<file path="src/rtl/wide_add_sequencer_if.sv">
// Request/response bundle between the issuing logic and wide_add_sequencer.
// With OVERFLOW_FLAG_EN defined, the bundle also carries the signed overflow flag ovf.
interface wide_add_sequencer_if #(
  parameter int unsigned WORDS = 4
);
  localparam int unsigned W = 32 * WORDS;

  logic         start;
  logic         sub;
  logic [W-1:0] a;
  logic [W-1:0] b;
  logic         busy;
  logic         done;
  logic [W-1:0] result;
  logic         cout;
`ifdef OVERFLOW_FLAG_EN
  logic         ovf;

  modport master (output start, sub, a, b, input busy, done, result, cout, ovf);
  modport slave  (input start, sub, a, b, output busy, done, result, cout, ovf);
`else
  modport master (output start, sub, a, b, input busy, done, result, cout);
  modport slave  (input start, sub, a, b, output busy, done, result, cout);
`endif
endinterface

</file>
<file path="src/rtl/wide_add_sequencer.sv">
// Multi-cycle WORDS x 32-bit add/subtract, one word per cycle, LSW first, sharing a single
// 32-bit ripple adder with the carry chained through a register.
// Optional feature: define OVERFLOW_FLAG_EN to add the signed overflow output ovf.
module wide_add_sequencer #(
  parameter int unsigned WORDS = 4
) (
  input logic              clk,
  input logic              rst,
  wide_add_sequencer_if.slave bus
);
  localparam int unsigned W = 32 * WORDS;
  localparam int unsigned IdxW = $clog2(WORDS);
  localparam logic [IdxW-1:0] LastIdx = IdxW'(WORDS - 1);

  typedef enum logic [1:0] {StIdle, StRun, StDone} state_e;

  state_e          state_q, state_d;
  logic [IdxW-1:0] idx_q;
  logic            carry_q;
  logic            sub_q;
  logic [W-1:0]    a_q;
  logic [W-1:0]    b_q;
  logic [W-1:0]    result_q;
  logic            cout_q;

  logic [IdxW+4:0] word_sel;
  logic [31:0]     x;
  logic [31:0]     y;
  logic [32:0]     sum;
  logic            last_word;
  logic            busy;
  logic            done;

`ifdef OVERFLOW_FLAG_EN
  logic            ovf_q;
`endif

  // Shared 32-bit adder on the current word; B is inverted for subtraction.
  always_comb begin
    word_sel  = {idx_q, 5'd0};
    x         = a_q[word_sel +: 32];
    y         = b_q[word_sel +: 32] ^ {32{sub_q}};
    sum       = {1'b0, x} + {1'b0, y} + {32'd0, carry_q};
    last_word = (idx_q == LastIdx);
  end

  // State register.
  always_ff @(posedge clk) begin
    if (rst) begin
      state_q <= StIdle;
    end else begin
      state_q <= state_d;
    end
  end

  // Next-state logic; start is only honoured in idle.
  always_comb begin
    state_d = state_q;
    unique case (state_q)
      StIdle:  if (bus.start) state_d = StRun;
      StRun:   if (last_word) state_d = StDone;
      StDone:  state_d = StIdle;
      default: state_d = StIdle;
    endcase
  end

  // Handshake outputs decoded from registered state only.
  always_comb begin
    busy = 1'b0;
    done = 1'b0;
    unique case (state_q)
      StRun:   busy = 1'b1;
      StDone:  done = 1'b1;
      default: ;
    endcase
  end

  // Operand capture and in-place word-by-word result accumulation.
  always_ff @(posedge clk) begin
    if (rst) begin
      idx_q    <= '0;
      carry_q  <= 1'b0;
      sub_q    <= 1'b0;
      a_q      <= '0;
      b_q      <= '0;
      result_q <= '0;
      cout_q   <= 1'b0;
`ifdef OVERFLOW_FLAG_EN
      ovf_q    <= 1'b0;
`endif
    end else begin
      unique case (state_q)
        StIdle: begin
          if (bus.start) begin
            a_q     <= bus.a;
            b_q     <= bus.b;
            sub_q   <= bus.sub;
            idx_q   <= '0;
            carry_q <= bus.sub;  // +1 of the two's-complement negate
          end
        end
        StRun: begin
          result_q[word_sel +: 32] <= sum[31:0];
          carry_q                  <= sum[32];
          idx_q                    <= idx_q + 1'b1;
          if (last_word) begin
            cout_q <= sum[32];
`ifdef OVERFLOW_FLAG_EN
            ovf_q  <= (x[31] == y[31]) && (sum[31] != x[31]);
`endif
          end
        end
        default: ;
      endcase
    end
  end

  assign bus.busy   = busy;
  assign bus.done   = done;
  assign bus.result = result_q;
  assign bus.cout   = cout_q;
`ifdef OVERFLOW_FLAG_EN
  assign bus.ovf    = ovf_q;
`endif

endmodule

</file>
<file path="src/flat_wrapper.sv">
// flat-port wrapper written by rule: the top's interface ports become plain ports
module wide_add_sequencer_flat 
#(
  parameter int unsigned WORDS = 4
)
  (clk, rst, bus_start, bus_sub, bus_a, bus_b, bus_busy, bus_done, bus_result, bus_cout);
  wide_add_sequencer_if #(.WORDS(WORDS)) bus_i ();
  input logic clk;
  input logic rst;
  input wire logic [$bits(bus_i.start)-1:0] bus_start;
  input wire logic [$bits(bus_i.sub)-1:0] bus_sub;
  input wire logic [$bits(bus_i.a)-1:0] bus_a;
  input wire logic [$bits(bus_i.b)-1:0] bus_b;
  output wire logic [$bits(bus_i.busy)-1:0] bus_busy;
  output wire logic [$bits(bus_i.done)-1:0] bus_done;
  output wire logic [$bits(bus_i.result)-1:0] bus_result;
  output wire logic [$bits(bus_i.cout)-1:0] bus_cout;
  assign bus_i.start = bus_start;
  assign bus_i.sub = bus_sub;
  assign bus_i.a = bus_a;
  assign bus_i.b = bus_b;
  assign bus_busy = bus_i.busy;
  assign bus_done = bus_i.done;
  assign bus_result = bus_i.result;
  assign bus_cout = bus_i.cout;
  wide_add_sequencer #(.WORDS(WORDS)) u_core (.clk(clk), .rst(rst), .bus(bus_i));
endmodule
</file>
<file path="config.mk">
export PLATFORM = sky130hd
export DESIGN_NAME = wide_add_sequencer_flat
export DESIGN_NICKNAME = d
export VERILOG_FILES = /design/src/rtl/wide_add_sequencer_if.sv /design/src/rtl/wide_add_sequencer.sv /design/src/flat_wrapper.sv
export SDC_FILE = /design/constraint.sdc
export NUM_CORES = 1
export LEC_CHECK = 0
export CELL_PAD_IN_SITES_DETAIL_PLACEMENT = 0
export CELL_PAD_IN_SITES_GLOBAL_PLACEMENT = 1
export CORE_UTILIZATION = 25
export DETAILED_ROUTE_END_ITERATION = 10
export PLACE_DENSITY = 0.64
export SYNTH_ARGS = -nofsm -noshare
export SYNTH_HDL_FRONTEND = slang
export SYNTH_SLANG_ARGS = --single-unit
</file>
<file path="constraint.sdc">
create_clock -name clk -period 5.19 [get_ports clk]
set_input_delay 0.7785 -clock clk [delete_from_list [all_inputs] [get_ports clk]]
set_output_delay 0.7785 -clock clk [all_outputs]
set_load 0.01 [all_outputs]
</file>
==> flow_metrics.tcl <==
set metrics [dict create \
    start_util_pct 25.4 \
    whs_path_depth 2 \
    setup_tns_ns 0 \
    cts_tree "built" \
    syn-cell-area_um2 17100 \
    numPlacedInstances 3111 \
    synth_warnings 0 \
    hold_path_end "u_core.b_q[68]$_SDFFE_PP0P_" \
    chipHeight_um 264 \
    cts_buffers 46 \
    nets 2585 \
    yosys-top-cells-area "dfxtp_1 46%, nand2_1 12%, a21oi_1 8.8%" \
    hold_viol 0 \
    synth_seq_area_share_pct 45.6 \
    ctsHtreeMaxLevel 2 \
    peakVddDrop_mv 0.248 \
    synth_area_per_cell_um2 8.71 \
    cp.required_ns 5.63 \
    grt_pass1_vias 15200 \
    cts_buffer_depth 3 \
    synth_xor_area_share_pct 2.66 \
    p_seq_share_pct 40.4 \
    finalNonFillerCells 3197 \
    drt_iter0_drc 1125 \
    r2r-end "u_core.bus.result[9]$_SDFFE_PP0P_" \
    synth_top_family_by_area "compound AO/OA/AOI/OAI gates" \
    critPathArrivalTime_ns 5.01 \
    synth_top_area_share_pct 45.6 \
    synth_compound_area_share_pct 18.7 \
    synth-edff-count 0 \
    cts_hold_buf 0 \
    clkPwrFrac_pct 42.6 \
    netlist_top_cells_count "566 x nand2_1, 391 x dfxtp_1, 300 x a21oi_1" \
    synthSimpleGateAreaFrac_pct 17.1 \
    slowest_delay_ns 0.90 \
    die_area_um2 69600 \
    route.detailed.drc 0 \
    setup_viol 0 \
    drive_above_1_share_pct 8.61 \
    first_pass_iters 7 \
    power.switching_mw 2.22 \
    power_density_nw_per_um2 341 \
    wl_per_cell_um 20.6 \
    drv_slew 0 \
    path_clk_slew_ns 0.06 \
    combPwrFrac_pct 16.9 \
    grt_usage_pct 18.4 \
    min_period_ns 4.57 \
    yosysTopAreaCell "dfxtp_1" \
    r2r-start "u_core.idx_q[0]$_SDFFE_PP0P_" \
    dp_hpwl_um 49500 \
    outcome "completed" \
    synthFlopType "dfxtp_1" \
    fin_crit_sh_pct 88.1 \
    tightest_slew_ns 1.20 \
    whs_ns 0.449 \
    yosys_register_bits 391 \
    vias 15400 \
    netlist_instances 1969 \
    place_congestion 0.850 \
    crit_chain "buf_4 > mux4_2 > xor2_1 > ha_1 > nor2b_1 > o2111a_1 > o21ai_1 > a21boi_0 > o21ai_1 > mux2i_1 > o21ai_0" \
    cts_root_buffer "clkbuf_16" \
    post-synth-top-count-cell "nand2_1" \
    grt_max_degree 177 \
    fin_skew_ns 0.0174 \
    clk_latency_ns 0.58 \
    die_width_um 264 \
    path_max_fanout 37 \
    muxShareOfSynthArea_pct 9.17 \
    grt-ovfl-total 0 \
    max-slew-margin-rel_pct 20.1 \
    worst_setup_path_end_kind "flop" \
    ys_types 68 \
    maxCapViolations 0 \
    crit_path_top_delay_cell "dfxtp_4" \
    boundaryPins 391 \
    crit_path_start_kind "flop" \
    synthAdderAreaFrac_pct 2.93 \
    r2r_cells 11 \
    fp-row-count 95 \
    syn_to_final_growth_pct 37.0 \
    vias_per_cell 4.82 \
    cellLeakagePower_nw 8.74 \
    ff2ff_setup_slack_ns 0.62 \
    postCtsSetupBuffers 0 \
    grt_setup_unrepaired "false" \
    drtAntennaViolNets 0 \
    max_clock_freq_ghz 0.219 \
    drt-total-wl_um 66000 \
    coreArea_um2 67500 \
    path_common_cell "o21ai_1" \
    min_from "u_core.b_q[68]$_SDFFE_PP0P_" \
    port_buffers 390 \
    grt_pass1_wl_um 96900 \
    antenna_found_initial 1 \
    synthArstFlopShare_pct 0 \
    synth_fp_nets 2268 \
    power.internal_mw 5.79 \
    cts_resized 0 \
    switching_share_pct 27.7 \
    clkSinkCount 391 \
    hold_class "reg -> reg" \
    crit_type "reg -> reg" \
]
==> worst max-delay path by stage <==
stage / from / to / slack (ns)
4_1_cts: u_core.idx_q[0]$_SDFFE_PP0P_ / u_core.bus.result[9]$_SDFFE_PP0P_ / 0.53
3_3_place_gp: u_core.idx_q[0]$_SDFFE_PP0P_ / u_core.bus.result[105]$_SDFFE_PP0P_ / 0.71
2_1_floorplan: u_core.idx_q[0]$_SDFFE_PP0P_ / u_core.bus.result[116]$_SDFFE_PP0P_ / 1.41
6_report: u_core.idx_q[0]$_SDFFE_PP0P_ / u_core.bus.result[9]$_SDFFE_PP0P_ / 0.62
5_1_grt: u_core.idx_q[0]$_SDFFE_PP0P_ / u_core.bus.result[41]$_SDFFE_PP0P_ / 0.34
3_5_place_dp: u_core.idx_q[0]$_SDFFE_PP0P_ / u_core.bus.result[9]$_SDFFE_PP0P_ / 0.54
==> power groups by stage <==
stage          Clock [mW]  Combinational (mW)  Sequential [mW]
3_3_place_gp            0                1.36             3.30
4_1_cts              3.50                1.37             3.24
3_5_place_dp            0                1.37             3.31
2_1_floorplan           0               0.753             3.26
6_report             3.41                1.36             3.24
5_1_grt              3.61                1.47             3.26
==> stage by stage <==
step / setup slack [ns] / instance area (um^2) / util (%) / power (mW)
after floorplan: 1.41 / 17100 / - / 4.02
after global placement: 0.705 / 21900 / 32.4 / 4.66
after detailed placement: 0.542 / 21900 / 32.4 / 4.67
after CTS: 0.527 / 23500 / 34.8 / 8.11
after global routing: 0.338 / 23500 / 34.8 / 8.34
final: 0.617 / 23500 / 34.8 / 8.01
==> metal layers <==
layer  wire length [um]  share of wire [%]  vias up  track usage [%]
met5                  0                  0        -                0
met4               1580                2.4        0             5.15
met3               2910                4.4       87             2.89
met2              33700                 51      404             33.0
met1              27800                 42     7432             22.6
li1                   -                  -     7477                -
==> registers in the layout, indices dropped and copies added, names as in the netlist <==
signal and cells:
u_core.b_q 128, u_core.bus.cout 1, u_core.bus.result 128, u_core.idx_q 2
u_core.a_q 128, u_core.sub_q 1, u_core.state_q 2, u_core.carry_q 1
==> critical path: cells and delay by family, from the launching register on <==
kind	cells	cell delay [ns]
AO/OA/AOI/OAI	5	1.44
multiplexers	2	0.99
flip-flops	1	0.90
buffers and inverters	1	0.35
XOR/XNOR	1	0.28
adder cells (fa/ha/maj)	1	0.28
AND/OR/NAND/NOR	1	0.14
==> layout make-up <==
cell class / count / area [um^2]
sequential: 391 / 7840
antenna: 1 / 2.50
tap: 873 / 1090
inverter: 16 / 60.1
fill: 6980 / 44000
clock buffer: 67 / 1370
timing repair buffer: 420 / 4180
multi-input combinational: 1411 / 8710
clock inverter: 18 / 231
==> cell families after synthesis <==
logic type	after synthesis
adder cells (fa/ha/maj)	39
AO/OA/AOI/OAI	514
multiplexers	76
XOR/XNOR	52
buffers and inverters	167
AND/OR/NAND/NOR	730
flip-flops	391
==> placed cells by master, fill, tap and decap left out, types with 5 or more instances in the layout <==
master,n
nand2_1,565
clkdlybuf4s50_1,389
dfxtp_1,388
a21oi_1,296
nor2_1,92
mux4_2,64
a22oi_1,64
clkbuf_16,49
a22o_1,44
xor2_1,40
ha_1,37
buf_4,26
o21ai_0,18
inv_1,16
nor2b_1,13
xnor2_1,12
nand3_1,12
a32oi_1,12
clkbuf_1,10
nand2b_1,9
nand4_1,9
a21o_1,8
o21ai_1,8
o31ai_1,8
clkinv_2,8
clkbuf_8,8
o21a_1,7
o211ai_1,6
mux2i_1,6
nor3_1,6
o21ai_2,5
bufinv_16,5
Power figures use the tool's default switching activity.
